## src/rtl/display_pkg.sv

```systemverilog
// Shared constants, FSM state type and digit-search helper for the 7-segment scan controller.
package display_pkg;

  localparam int NUM_DIGITS = 4;
  localparam int SEG_W      = 7;

  typedef enum logic [1:0] {
    ST_IDLE  = 2'd0,
    ST_BLANK = 2'd1,
    ST_SHOW  = 2'd2
  } state_e;

  // Circular priority search: first enabled digit after cur; cur itself is the last candidate.
  function automatic logic [1:0] next_digit(input logic [NUM_DIGITS-1:0] mask,
                                            input logic [1:0]            cur);
    logic [1:0] idx;
    next_digit = cur;
    for (int k = NUM_DIGITS; k >= 1; k--) begin
      idx = cur + 2'(k);
      if (mask[idx]) begin
        next_digit = idx;
      end else begin
        next_digit = next_digit;
      end
    end
  endfunction

endpackage

```

## src/rtl/slot_timer.sv

```systemverilog
// Per-slot prescaler: counts 0..PRESCALE-1, flags the last cycle of blanking and of the slot.
module slot_timer
  import display_pkg::*;
#(
  parameter int PRESCALE = 50000,
  parameter int BLANK    = 500
) (
  input  logic clk,
  input  logic rst_n,
  input  logic clear_i,
  output logic tc_o,
  output logic blank_done_o
);

  localparam int CNT_W = (PRESCALE > 2) ? $clog2(PRESCALE) : 1;
  localparam logic [CNT_W-1:0] CNT_LAST   = CNT_W'(PRESCALE - 1);
  localparam logic [CNT_W-1:0] BLANK_LAST = CNT_W'((BLANK > 0) ? (BLANK - 1) : 0);

  logic [CNT_W-1:0] cnt_q;
  logic [CNT_W-1:0] cnt_d;

  assign tc_o         = (cnt_q == CNT_LAST);
  assign blank_done_o = (BLANK > 0) && (cnt_q == BLANK_LAST);

  // Next count: clear wins, terminal count wraps to zero.
  always_comb begin
    cnt_d = cnt_q;
    if (clear_i) begin
      cnt_d = '0;
    end else if (tc_o) begin
      cnt_d = '0;
    end else begin
      cnt_d = cnt_q + {{(CNT_W-1){1'b0}}, 1'b1};
    end
  end

  // Counter register.
  always_ff @(posedge clk or negedge rst_n) begin
    if (!rst_n) begin
      cnt_q <= '0;
    end else begin
      cnt_q <= cnt_d;
    end
  end

endmodule

```

## src/rtl/display_mux_ctrl.sv

```systemverilog
// 4-digit 7-segment scan controller with mask skipping and optional blanking dead-time.
// Blanking is built only when DISPLAY_MUX_BLANK_EN is defined.
module display_mux_ctrl
  import display_pkg::*;
#(
  parameter int PRESCALE = 50000,
  parameter int BLANK    = 500
) (
  input  logic                        clk,
  input  logic                        rst_n,
  input  logic                        en_i,
  input  logic [NUM_DIGITS-1:0]       digit_mask_i,
  input  logic [NUM_DIGITS*SEG_W-1:0] segs_i,
  output logic [NUM_DIGITS-1:0]       digit_sel_o,
  output logic [SEG_W-1:0]            seg_out_o,
  output logic [1:0]                  slot_o,
  output logic                        frame_tick_o
);

`ifdef DISPLAY_MUX_BLANK_EN
  localparam bit USE_BLANK = (BLANK > 0);
`else
  localparam bit USE_BLANK = 1'b0;
`endif

  localparam state_e SLOT_START = USE_BLANK ? ST_BLANK : ST_SHOW;

  state_e                  state_q, state_d;
  logic [1:0]              slot_q, slot_d;
  logic [1:0]              nxt_slot;
  logic [NUM_DIGITS-1:0]   digit_sel_q, digit_sel_d;
  logic [SEG_W-1:0]        seg_out_q, seg_out_d;
  logic                    frame_tick_q, frame_tick_d;
  logic                    go_idle;
  logic                    lit;
  logic                    tc;
  logic                    blank_done;

  assign go_idle = !en_i || (digit_mask_i == '0);

  slot_timer #(
    .PRESCALE (PRESCALE),
    .BLANK    (USE_BLANK ? BLANK : 0)
  ) u_timer (
    .clk          (clk),
    .rst_n        (rst_n),
    .clear_i      (go_idle || (state_q == ST_IDLE)),
    .tc_o         (tc),
    .blank_done_o (blank_done)
  );

  // Next state, slot selection and the registered output values derived from them.
  always_comb begin
    state_d      = state_q;
    slot_d       = slot_q;
    frame_tick_d = 1'b0;
    nxt_slot     = next_digit(digit_mask_i, slot_q);
    if (go_idle) begin
      state_d = ST_IDLE;
    end else begin
      case (state_q)
        ST_IDLE: begin
          slot_d  = next_digit(digit_mask_i, 2'd3);
          state_d = SLOT_START;
        end
`ifdef DISPLAY_MUX_BLANK_EN
        ST_BLANK: begin
          if (blank_done) begin
            state_d = ST_SHOW;
          end else begin
            state_d = ST_BLANK;
          end
        end
`endif
        ST_SHOW: begin
          if (tc) begin
            slot_d       = nxt_slot;
            frame_tick_d = (nxt_slot <= slot_q);
            state_d      = SLOT_START;
          end else begin
            state_d = ST_SHOW;
          end
        end
        default: begin
          state_d = ST_IDLE;
        end
      endcase
    end

    // A digit whose mask bit has dropped stays dark for the rest of its slot.
    lit = (state_d == ST_SHOW) && digit_mask_i[slot_d];
    if (lit) begin
      digit_sel_d = 4'b0001 << slot_d;
      seg_out_d   = segs_i[int'(slot_d)*SEG_W +: SEG_W];
    end else begin
      digit_sel_d = '0;
      seg_out_d   = '0;
    end
  end

  // State, slot and output registers.
  always_ff @(posedge clk or negedge rst_n) begin
    if (!rst_n) begin
      state_q      <= ST_IDLE;
      slot_q       <= 2'd0;
      digit_sel_q  <= '0;
      seg_out_q    <= '0;
      frame_tick_q <= 1'b0;
    end else begin
      state_q      <= state_d;
      slot_q       <= slot_d;
      digit_sel_q  <= digit_sel_d;
      seg_out_q    <= seg_out_d;
      frame_tick_q <= frame_tick_d;
    end
  end

  assign digit_sel_o  = digit_sel_q;
  assign seg_out_o    = seg_out_q;
  assign slot_o       = slot_q;
  assign frame_tick_o = frame_tick_q;

endmodule
```

## config.mk

```make
export PLATFORM = sky130hd
export DESIGN_NAME = display_mux_ctrl
export DESIGN_NICKNAME = d
export VERILOG_FILES = /design/src/rtl/display_pkg.sv /design/src/rtl/slot_timer.sv /design/src/rtl/display_mux_ctrl.sv
export SDC_FILE = /design/constraint.sdc
export NUM_CORES = 1
export LEC_CHECK = 0
export CAP_MARGIN = 20
export CORE_UTILIZATION = 54
export CTS_BUF_LIST = sky130_fd_sc_hd__clkbuf_4
export DETAILED_ROUTE_END_ITERATION = 6
export HOLD_SLACK_MARGIN = 0.12
export PLACE_DENSITY_LB_ADDON = 0.2
export SYNTH_ARGS = -nofsm -noshare
export SYNTH_HDL_FRONTEND = slang
export SYNTH_SLANG_ARGS = --single-unit
```

## constraint.sdc

```tcl
create_clock -name clk -period 5.15 [get_ports clk]
set_input_delay 1.03 -clock clk [delete_from_list [all_inputs] [get_ports clk]]
set_output_delay 1.03 -clock clk [all_outputs]
set_load 0.01 [all_outputs]
```

=== After elaboration in Yosys (flattened, before gate mapping) ===
Index checks and enable logic that the tools add are counted.

* Flip-flop bits (word level): 32
* Output and inout bits: 14
* Logic and storage cells: 54

* Add/sub/neg operators: 4
* Multipliers: 1
* Magnitude comparators: 5
* Equality and inequality tests: 3
* Shift operators: 2
* Mux-type cells: 26
* Reduce and logical (&&, ||, !) cells: 7

{| class="wikitable"
|+ Operators by type and width
! operator !! number
|-
| two-way mux 16 bit || 2
|-
| indexed part select 28 x 6 -> 7 bit || 1
|-
| two-way mux 2 bit || 9
|-
| adder 16 x 1 -> 16 bit, second input constant || 1
|-
| equality test 16 bit, second input constant || 1
|-
| less-than comparator 2 x 3 -> 1 bit, second input constant || 4
|-
| binary-select mux 1 bit (select 2 bit) || 4
|-
| two-way mux 1 bit || 8
|-
| two-way mux 7 bit || 1
|-
| multiplier 2 x 3 -> 5 bit, second input constant || 1
|-
| adder 2 bit, second input constant || 2
|-
| equality test 2 bit, second input constant || 2
|-
| zero test 4 bit || 1
|-
| two-way mux 4 bit || 1
|-
| one-hot mux 2 bit (2 select lines) || 1
|-
| << shifter 1 x 2 -> 4 bit, first input constant || 1
|-
| adder 2 x 1 -> 2 bit, second input constant || 1
|-
| <= comparator 2 bit || 1
|-
| zero test 2 bit || 1
|-
| logical OR 1 bit || 2
|-
| OR reduction 2 bit || 1
|-
| logical AND 1 bit || 1
|-
| zero test 1 bit || 1
|}

=== Longest topological paths before layout ===
Gate-level depths: netlist of the first run.

* Word-level depth: 13
* Depth in mapped cells: 9
* Gate-level depth less buffers: 8

=== Hierarchy ===
From an unflattened synthesis of the first run, not the netlist that was laid out.

* Cell total of the unflattened synthesis: 292
* Area, all modules: 2351.0 µm²

{| class="wikitable"
|+ Modules (own cells, without submodules)
! module !! instances !! cells each !! area each (µm²) !! seq. area each (µm²)
|-
| display_mux_ctrl || 1 || 206 || 1517.7 || 375.4
|-
| slot_timer || 1 || 86 || 833.3 || 400.4
|}

=== Least setup slack after synthesis of the first run ===
Ideal clock, no wire load.

* Kind: input port to flip-flop
* Start point: input port digit_mask_i[3]
* End point: register seg_out_q[0], in the netlist seg_out_o[0]
* Arrival time: 2.677 ns
* Data required time: 5.084 ns
* Path slack: 2.407 ns
* Stages: 7
* Buffers on the path: 1
* Cell sequence: o41a_1 nand2_2 nor2_1 a211oi_4 buf_8 mux2i_1 a22o_1

* Cells in the longest elaborated chain, start to end: 12
* Elaborated cells between the ends (all ways): 22
* Classes of those cells: mul: 1; eq/ne: 1; shift: 1; mux: 16; reduce/logical: 3

{| class="wikitable"
|+ Ends and longest elaborated chain
! what !! line !! text
|-
| start, declared || display_mux_ctrl.sv:12 || <nowiki>input logic [NUM_DIGITS-1:0] digit_mask_i,</nowiki>
|-
| parallel branches: the longest is 11 deep, another holds multiplier 2 x 3 -> 5 bit || n/a ||
|-
| two-way mux 7 bit * || display_mux_ctrl.sv:92 || <nowiki>if (lit) begin</nowiki>
|-
| via seg_out_d[0] || display_mux_ctrl.sv:32 || <nowiki>logic [SEG_W-1:0] seg_out_q, seg_out_d;</nowiki>
|-
| end signal, assigned || display_mux_ctrl.sv:113 || <nowiki>seg_out_q <= seg_out_d;</nowiki>
|-
| end, declared || display_mux_ctrl.sv:32 ||
|}

Mark *: on every way through the listed nets, which the timed path passes. The select of a mux whose other input is x is not followed.

=== Worst setup path after layout of the first run ===
* Start point: input port digit_mask_i[3]
* End point: register seg_out_q[5], in the netlist seg_out_o[5]

* Elaborated cells between the ends (all ways): 22
* Classes of those cells: mul: 1; eq/ne: 1; shift: 1; mux: 16; reduce/logical: 3

{| class="wikitable"
|+ RTL lines
! what !! line !! text
|-
| zero test 4 bit || display_mux_ctrl.sv:39 || <nowiki>assign go_idle = !en_i || (digit_mask_i == '0);</nowiki>
|-
| logical OR 1 bit || display_mux_ctrl.sv:39 ||
|-
| two-way mux 2 bit || display_mux_ctrl.sv:58 || <nowiki>if (go_idle) begin</nowiki>
|-
| via state_d[1] || display_mux_ctrl.sv:28 || <nowiki>state_e state_q, state_d;</nowiki>
|-
| equality test 2 bit || display_mux_ctrl.sv:91 || <nowiki>lit = (state_d == ST_SHOW) && digit_mask_i[slot_d];</nowiki>
|-
| logical AND 1 bit || display_mux_ctrl.sv:91 ||
|-
| two-way mux 7 bit || display_mux_ctrl.sv:92 ||
|-
| via seg_out_d[5] || display_mux_ctrl.sv:32 ||
|}

The timed path passes the listed nets, and every way through them passes these cells. The select of a mux whose other input is x is not followed.

==> flow_summary.ini, run 1 <==
[yosys]
synth_cell_types = 37
synth-seq-cells = 31
synth_nets = 227
syn_area_mm2 = 0.00180
avgSynthCellArea_um2 = 9.48
synth_area_leaders = dfrtp_1 (43%), mux2i_1 (8.3%), nand2_1 (6.5%), nor2_1 (4.6%), xnor2_1 (3.9%)
yosys_warnings = 0
synth-edff-count = 0
syn_inst = 190
yosysTopAreaCellShare_pct = 43.1
synth_area_leader_cell = dfrtp_1
async_flop_share_pct = 100
synth.top_cells.by_count = dfrtp_1 (31), nand2_1 (31), nor2_1 (22)
ys_seq_area_share_pct = 43.1
ys.flop_type = dfrtp_1

[timing]
slew_headroom_pct = 33.9
finalCritPeriodShare_pct = 70.2
skew_ns = 0.0136
final.hold.worst_slack_ns = 0.464
rsz0062_at_grt = false
fin_crit_ns = 3.61
hold_violations = 0
fin_ws_ns = 1.54
tns_ns = 0
drv_slew = 0
max_freq_mhz = 277
setup_viol = 0
worstMarginPinSlew_ns = 0.988

[cts]
clock_path_buffers = 2
clkSinkCount = 31
cts_root_buf = clkbuf_4
cts_tree = done
post-cts-setup-buffers = 0
clock_latency_ns = 0.34
post_cts_resized = 0
hold_buffers = 0
cts_buffers = 5
path_clk_slew_ns = 0.11
htreeDepth = 2

[critical_path]
worstPathArrival_ns = 3.85
crit_type = in -> reg
r2r_start = u_timer.cnt_q[0]
start_kind = input port
regToRegSetupSlack_ns = 2.47
worst-path-max-fanout = 17
rr_worst_depth = 7
critical_path_required_ns = 5.39
r2r-end = seg_out_o[5]
cp-end-kind = flip-flop

[power_and_ir_drop]
p_total_uw = 584
power_switching_uw = 177
power.internal_uw = 406
power_frac_comb_pct = 28.2
powerDensity_mw_per_mm2 = 249
vdd.ir_drop.worst_uv = 114
power.share.clock_pct = 25.7
swShare_pct = 30.4
seqPwrFrac_pct = 46.1
power_leakage_uw = 0.00109

[grt]
grt_overflow = 0
grt_pass1_wl_um = 6840
grt_max_degree = 32
antenna_found_initial = 0
grt_util_all_layers_pct = 26.6
grt_pass1_vias = 1543

[min_path]
whs_endpoint = u_timer.cnt_q[0]
holdPathStages = 1
min_path_type = reg -> reg
hp-start = u_timer.cnt_q[0]

[layout]
nNetsFinal = 273
areaGrowthSynthToFinish_pct = 30.3
fin_util_pct = 75.6
antenna_cells = 0
drive_gt1_share_pct = 6.75

[die]
die_w_um = 59.8
die_area_mm2 = 0.00357
core_area_mm2 = 0.00310
die_h_um = 59.8
pin_count = 49
initial_core_util_pct = 58.1
placementRows = 20

[route]
vias = 1557
wl_um = 4340
drt_iter0_drc = 90
dr.pass1.iters = 4
wire_per_inst_um = 15.4
drc_errors = 0
ant_nets = 0
vias_per_cell = 5.54

[placed_design]
dp_hpwl_um = 3120
io_buffers = 48
place_congestion = 0.849
pre_cts_ws_ns = 1.18

[run_status]
status = finished, final reports clean

[flow_run]
cap_violations = 0
[cell families after synthesis]
logic type,count (synthesis),share of synthesized area [%]
AND/OR/NAND/NOR,93,26.9
flip-flops,31,43.1
AO/OA/AOI/OAI,18,8.61
buffers and inverters,16,4.30
multiplexers,16,8.96
XOR/XNOR,14,6.81
adder cells (fa/ha/maj),2,1.39
[worst max-delay path by stage]
stage / from / cells after the start / slack [ns] / to
2_1_floorplan: digit_mask_i[3] / 7 / 2.41 / seg_out_o[0]
3_3_place_gp: digit_mask_i[3] / 7 / 1.32 / seg_out_o[5]
3_5_place_dp: digit_mask_i[3] / 7 / 1.18 / seg_out_o[3]
4_1_cts: digit_mask_i[3] / 7 / 1.54 / seg_out_o[3]
5_1_grt: digit_mask_i[3] / 7 / 1.36 / seg_out_o[2]
6_report: digit_mask_i[3] / 7 / 1.54 / seg_out_o[5]
[power by group through the flow]
stage | combinational (uW) | clock, uW | sequential [uW]
final | 164 | 150 | 269
after global routing | 177 | 162 | 271
after CTS | 164 | 153 | 269
after detailed placement | 164 | 0 | 274
after global placement | 156 | 0 | 273
after floorplan | 93.2 | 0 | 274
[sequential cells by signal, summed over array words and instances (netlist names)]
name,flops
slot_o,2
u_timer.cnt_q,16
frame_tick_o,1
digit_sel_o,4
seg_out_o,7
state_q,1
[placed cells by master (no fill, tap or decap), types with 4 or more instances in the layout]
master	instances
clkdlybuf4s50_1	48
nand2_1	31
dfrtp_1	31
nor2_1	22
mux2i_1	15
and3_1	11
xnor2_1	8
nand3_1	7
a22o_1	7
clkbuf_4	7
xor2_1	6
inv_1	5
nor3_1	5
nor2b_1	4
[critical path, cell delays in order]
cell and delay [ns]:
clkdlybuf4s50_1 0.67, o41a_1 0.62, nand3b_1 0.13, o21ai_0 0.14
a211oi_4 0.80, mux2i_1 0.17, a22o_1 0.28
[per-layer routing]
| metal | routed length, um | GRT usage (%) | vias up | share of wire (%) |
|---|---|---|---|---|
| li1 | - | - | 737 | - |
| met1 | 1670 | 29.1 | 747 | 39 |
| met2 | 2310 | 46.8 | 62 | 53 |
| met3 | 249 | 7.58 | 11 | 5.7 |
| met4 | 110 | 13.0 | 0 | 2.5 |
| met5 | 0 | 0 | - | 0 |
[area by class of cell]
cell class | instances | area (um^2)
clock buffer | 7 | 52.6
clock inverter | 1 | 5.00
fill | 243 | 756
inverter | 6 | 22.5
multi-input combinational | 143 | 948
sequential | 31 | 776
tap | 44 | 55.1
timing repair buffer | 49 | 488
[stage by stage]
step,cell area (um^2),cells
after global routing,2350,281
after detailed placement,2290,273
final,2350,281
after CTS,2350,281
after floorplan,1800,190
after global placement,2290,273
(Power assumes the default switching activity.)
==> inputs of run 2 (changes only) <==
Settings changed: CORE_UTILIZATION 54 to 50.
Clock period 5.15 ns to 3.5 ns, I/O delays scaled along.
==> run 2 against run 1 <==
  * Final cell count grew 2.5%
  * Die area grew 7.7%
  * Clock skew shrank 0.0052 ns
  * First-iteration DRC count shrank 11%
  * Worst setup slack lost 0.72 ns
  * Sequential share of layout area shrank 0.55 points
  * Non-clock buffer count grew 5
  * Routed wire length shrank 8.5%
  * Register-to-register slack lost 1.3 ns
  * Critical path depth grew 1
  * Hold slack lost 0.0059 ns
  * Largest cell class unchanged
  * Via count shrank 1.5%
==> flow_summary.ini, run 2 (same netlist as run 1, synthesis figures left out) <==
[grt]
grt_pass1_vias = 1498
grt_util_all_layers_pct = 23.0
antenna_found_initial = 0
grt_pass1_wl_um = 6290
grt_max_degree = 32
grt_overflow = 0

[timing]
skew_ns = 0.00840
max_freq_mhz = 372
hold_violations = 0
rsz0062_at_grt = false
setup_viol = 0
final.hold.worst_slack_ns = 0.458
fin_crit_ns = 2.69
finalCritPeriodShare_pct = 76.8
drv_slew = 0
worstMarginPinSlew_ns = 0.617
tns_ns = 0
slew_headroom_pct = 58.8

[critical_path]
cp_slowest_cell = clkdlybuf4s50_1
critical_path_required_ns = 3.76
cp-end-kind = flip-flop
crit_chain = clkdlybuf4s50_1 -> buf_4 -> and3b_1 -> o21ai_0 -> o2111ai_1 -> a221oi_1 -> and2_1 -> a22o_1
worst-path-max-fanout = 13
start_kind = input port
cp_slowest_stage_delay_ns = 0.49
crit_type = in -> reg
worstPathArrival_ns = 2.95

[layout]
antenna_cells = 0
drive_gt1_share_pct = 8.68
largest_reg_flops = 16
fin_util_pct = 70.4
areaGrowthSynthToFinish_pct = 32.5
nNetsFinal = 278
fillCellCount = 251
top_register = u_timer.cnt_q
layout_common_cells = clkdlybuf4s50_1 (48), nand2_1 (31), dfrtp_1 (31), nor2_1 (22), mux2i_1 (15)
final_common_cell = clkdlybuf4s50_1

[power_and_ir_drop]
p_total_uw = 851
powerDensity_mw_per_mm2 = 356
vdd.ir_drop.worst_uv = 210
power_leakage_uw = 0.00111

[run_status]
status = finished, final reports clean

[die]
placementRows = 21
initial_core_util_pct = 53.2
die_w_um = 62.0
die_h_um = 62.0
pin_count = 49
die_area_mm2 = 0.00385
core_area_mm2 = 0.00339

[cts]
hold_buffers = 0
clock_latency_ns = 0.33
clkSinkCount = 31
post_cts_resized = 0
cts_tree = done
htreeDepth = 2
clock_path_buffers = 2
path_clk_slew_ns = 0.09
post-cts-setup-buffers = 0
cts_root_buf = clkbuf_4
cts_buffers = 5

[placed_design]
dp_hpwl_um = 2930
place_congestion = 0.834
io_buffers = 48

[route]
dr.pass1.iters = 4
wire_per_inst_um = 13.8
vias_per_cell = 5.32
wl_um = 3970
vias = 1533
drc_errors = 0
drt_iter0_drc = 80
ant_nets = 0

[min_path]
min_path_type = reg -> reg

[flow_run]
cap_violations = 0
==> run 2: path summary, 6_finish.rpt <==
path / startpoint / endpoint / slack (ns) / depth (start not counted)
worst max-delay path: digit_mask_i[0] / seg_out_o[4] / 0.81 / 8
worst min-delay path: u_timer.cnt_q[0] / u_timer.cnt_q[0] / 0.46 / 1
worst max register to register: u_timer.cnt_q[7] / seg_out_o[4] / 1.21 / 6
worst min register to register: u_timer.cnt_q[0] / u_timer.cnt_q[0] / 0.46 / 1
max in group asynchronous: rst_n / digit_sel_o[1] / 2.46 / 2
min in group asynchronous: rst_n / digit_sel_o[2] / 0.76 / 2
==> run 2: cell type report <==
cell class	count	area (um^2)	share of cell area, %
Multi-Input combinational cell	143	948	39.7
Timing Repair Buffer	54	526	22.0
Sequential cell	31	776	32.5
Inverter	6	22.5	0.943
Tap cell	46	57.6	2.41
Clock inverter	1	5.00	0.210
Clock buffer	7	52.6	2.20
==> run 2: where the power goes <==
group	leakage [uW]	switching, uW	internal, uW
clock network	0.0000361	117	93.7
registers	0.000421	19.6	377
logic	0.000655	112	132
total	0.00111	249	602
==> run 2: layer usage <==
| metal | wire length, um | vias to the layer above | track usage [%] | part of all wire [%] |
|---|---|---|---|---|
| li1 | - | 753 | - | - |
| met1 | 1630 | 710 | 25.2 | 41 |
| met2 | 2080 | 62 | 40.3 | 52 |
| met3 | 204 | 8 | 6.83 | 5.1 |
| met4 | 65 | 0 | 11.7 | 1.6 |
| met5 | 0 | - | 0 | 0 |
==> run 2: worst max-delay path, delay by kind of cell <==
family | cells | cell delay (ns)
compound gates | 4 | 0.99
buf+inv | 2 | 0.68
simple gates | 2 | 0.57
==> run 2: per-stage QoR <==
step	std cells	worst slack, ns	instance area [um^2]
6_report	288	0.813	2390
3_5_place_dp	280	0.493	2330
3_3_place_gp	280	0.601	2330
5_1_grt	288	0.694	2390
4_1_cts	288	0.842	2390
2_1_floorplan	190	1.09	1800
==> inputs of run 3 (changes only) <==
Clock period 3.5 ns to 2.7 ns, I/O delays scaled along.
==> run 3 against run 2 <==
  * Flip-flop and latch count unchanged
  * Global-route usage rose by 0.60 points
  * Via count is 2.4% higher
  * Critical path depth stayed put
  * Clock skew rose by 0.0031 ns
  * Sequential share of layout area decreased by 0.52 points
  * Clock power increased by 20%
  * Critical path type unchanged
  * Largest cell class unchanged
  * Largest power group unchanged
==> flow_summary.ini, run 3 (same netlist as run 1, synthesis figures left out) <==
[power_and_ir_drop]
vdd.ir_drop.worst_uv = 244
power_switching_uw = 319
powerDensity_mw_per_mm2 = 452
p_total_uw = 1100
power.internal_uw = 777
swShare_pct = 29.1
seqPwrFrac_pct = 46.8
power.share.clock_pct = 23.2
power_frac_comb_pct = 30.0
power_leakage_uw = 0.00113

[die]
die_w_um = 62.0
core_area_mm2 = 0.00339
die_area_mm2 = 0.00385
placementRows = 21
die_h_um = 62.0
pin_count = 49
initial_core_util_pct = 53.2

[critical_path]
worst-path-max-fanout = 10
start_kind = input port
startpoint = digit_mask_i[0]
critical_path_required_ns = 2.97
r2r_start = u_timer.cnt_q[0]
cp-end-kind = flip-flop
rr_worst_depth = 7
worstPathArrival_ns = 2.76
crit_type = in -> reg

[timing]
fin_crit_ns = 2.49
setup_viol = 0
worstMarginPinSlew_ns = 0.635
hold_violations = 0
finalCritPeriodShare_pct = 92.3
drv_slew = 0
rsz0062_at_grt = false
skew_ns = 0.0115
slew_headroom_pct = 57.6
max_freq_mhz = 401
fin_ws_ns = 0.208

[layout]
final_common_cell = clkdlybuf4s50_1
nNetsFinal = 282
layout_common_cells = clkdlybuf4s50_1 (48), nand2_1 (31), dfrtp_1 (31), nor2_1 (22), mux2i_1 (15)
areaGrowthSynthToFinish_pct = 34.7
largest_reg_flops = 16
top_register = u_timer.cnt_q
instances_no_fill = 292
drive_gt1_share_pct = 9.76
antenna_cells = 0
fin_util_pct = 71.6

[route]
wl_um = 3960
wire_per_inst_um = 13.6
ant_nets = 0
drt_iter0_drc = 51
vias_per_cell = 5.38
drc_errors = 0
dr.pass1.iters = 4
vias = 1570

[cts]
path_clk_slew_ns = 0.09
post-cts-setup-buffers = 0
htreeDepth = 2
cts_tree = done
clkSinkCount = 31
hold_buffers = 0
cts_buffers = 5
clock_path_buffers = 2
post_cts_resized = 0
clock_latency_ns = 0.33
cts_root_buf = clkbuf_4

[placed_design]
place_congestion = 0.885
dp_hpwl_um = 3050
dp.cells = 284
pre_cts_ws_ns = -0.154
io_buffers = 48

[min_path]
holdPathStages = 1
min_path_type = reg -> reg
hp-start = u_timer.cnt_q[0]

[grt]
grt_overflow = 0
grt_util_all_layers_pct = 23.6
antenna_found_initial = 0
grt_pass1_wl_um = 6530
grt_pass1_vias = 1600
grt_max_degree = 32

[flow_run]
cap_violations = 0

[run_status]
status = finished, final reports clean
[run 3: cell types whose count changed in the layout (fill, tap and decap cells not counted), sizes merged]
cell	before	now
buf	6	10
clkinv	1	2
clkbuf	7	6
[run 3: worst max-delay path, cell delays in order]
cell             delay [ns]
clkdlybuf4s50_1        0.46
buf_4                  0.20
nor3b_1                0.13
o21ai_0                0.31
o211a_1                0.23
a221oi_1               0.10
nor2b_1                0.53
and3_1                 0.25
[run 3: cell type report]
class / instances / area, um^2
timing repair buffer: 58 / 568
tap: 46 / 57.6
sequential: 31 / 776
clock buffer: 6 / 45.0
fill: 262 / 963
multi-input combinational: 143 / 950
clock inverter: 2 / 7.51
inverter: 6 / 22.5
[run 3: worst paths after layout]
check / to / slack (ns)
setup / recovery: digit_sel_o[3] / 0.21
hold / removal: u_timer.cnt_q[0] / 0.46
setup reg to reg: digit_sel_o[3] / 0.48
hold reg to reg: u_timer.cnt_q[0] / 0.46
max in group asynchronous: digit_sel_o[0] / 1.82
min in group asynchronous: u_timer.cnt_q[3] / 0.59
[run 3: routing by layer]
metal | wire [um] | track usage [%] | vias up
met5 | 0 | 0 | -
met4 | 53 | 11.7 | 0
met3 | 212 | 7.87 | 7
met2 | 1980 | 41.6 | 50
met1 | 1720 | 25.1 | 755
li1 | - | - | 758
[run 3: per-stage QoR]
| stage | setup TNS [ns] | hold slack, ns | cell area (um^2) |
|---|---|---|---|
| after floorplan | 0 | 0.244 | 1800 |
| after global placement | -0.0476 | 0.446 | 2370 |
| after detailed placement | -1.45 | 0.462 | 2370 |
| after CTS | 0 | 0.471 | 2420 |
| after global routing | 0 | 0.504 | 2430 |
| final | 0 | 0.465 | 2430 |
[run 3: power groups by stage]
stage	Combinational [uW]	Clock (uW)	Sequential (uW)
final	329	254	513
after global routing	359	278	516
after CTS	332	261	512
after detailed placement	331	0	522
after global placement	321	0	521
after floorplan	178	0	522
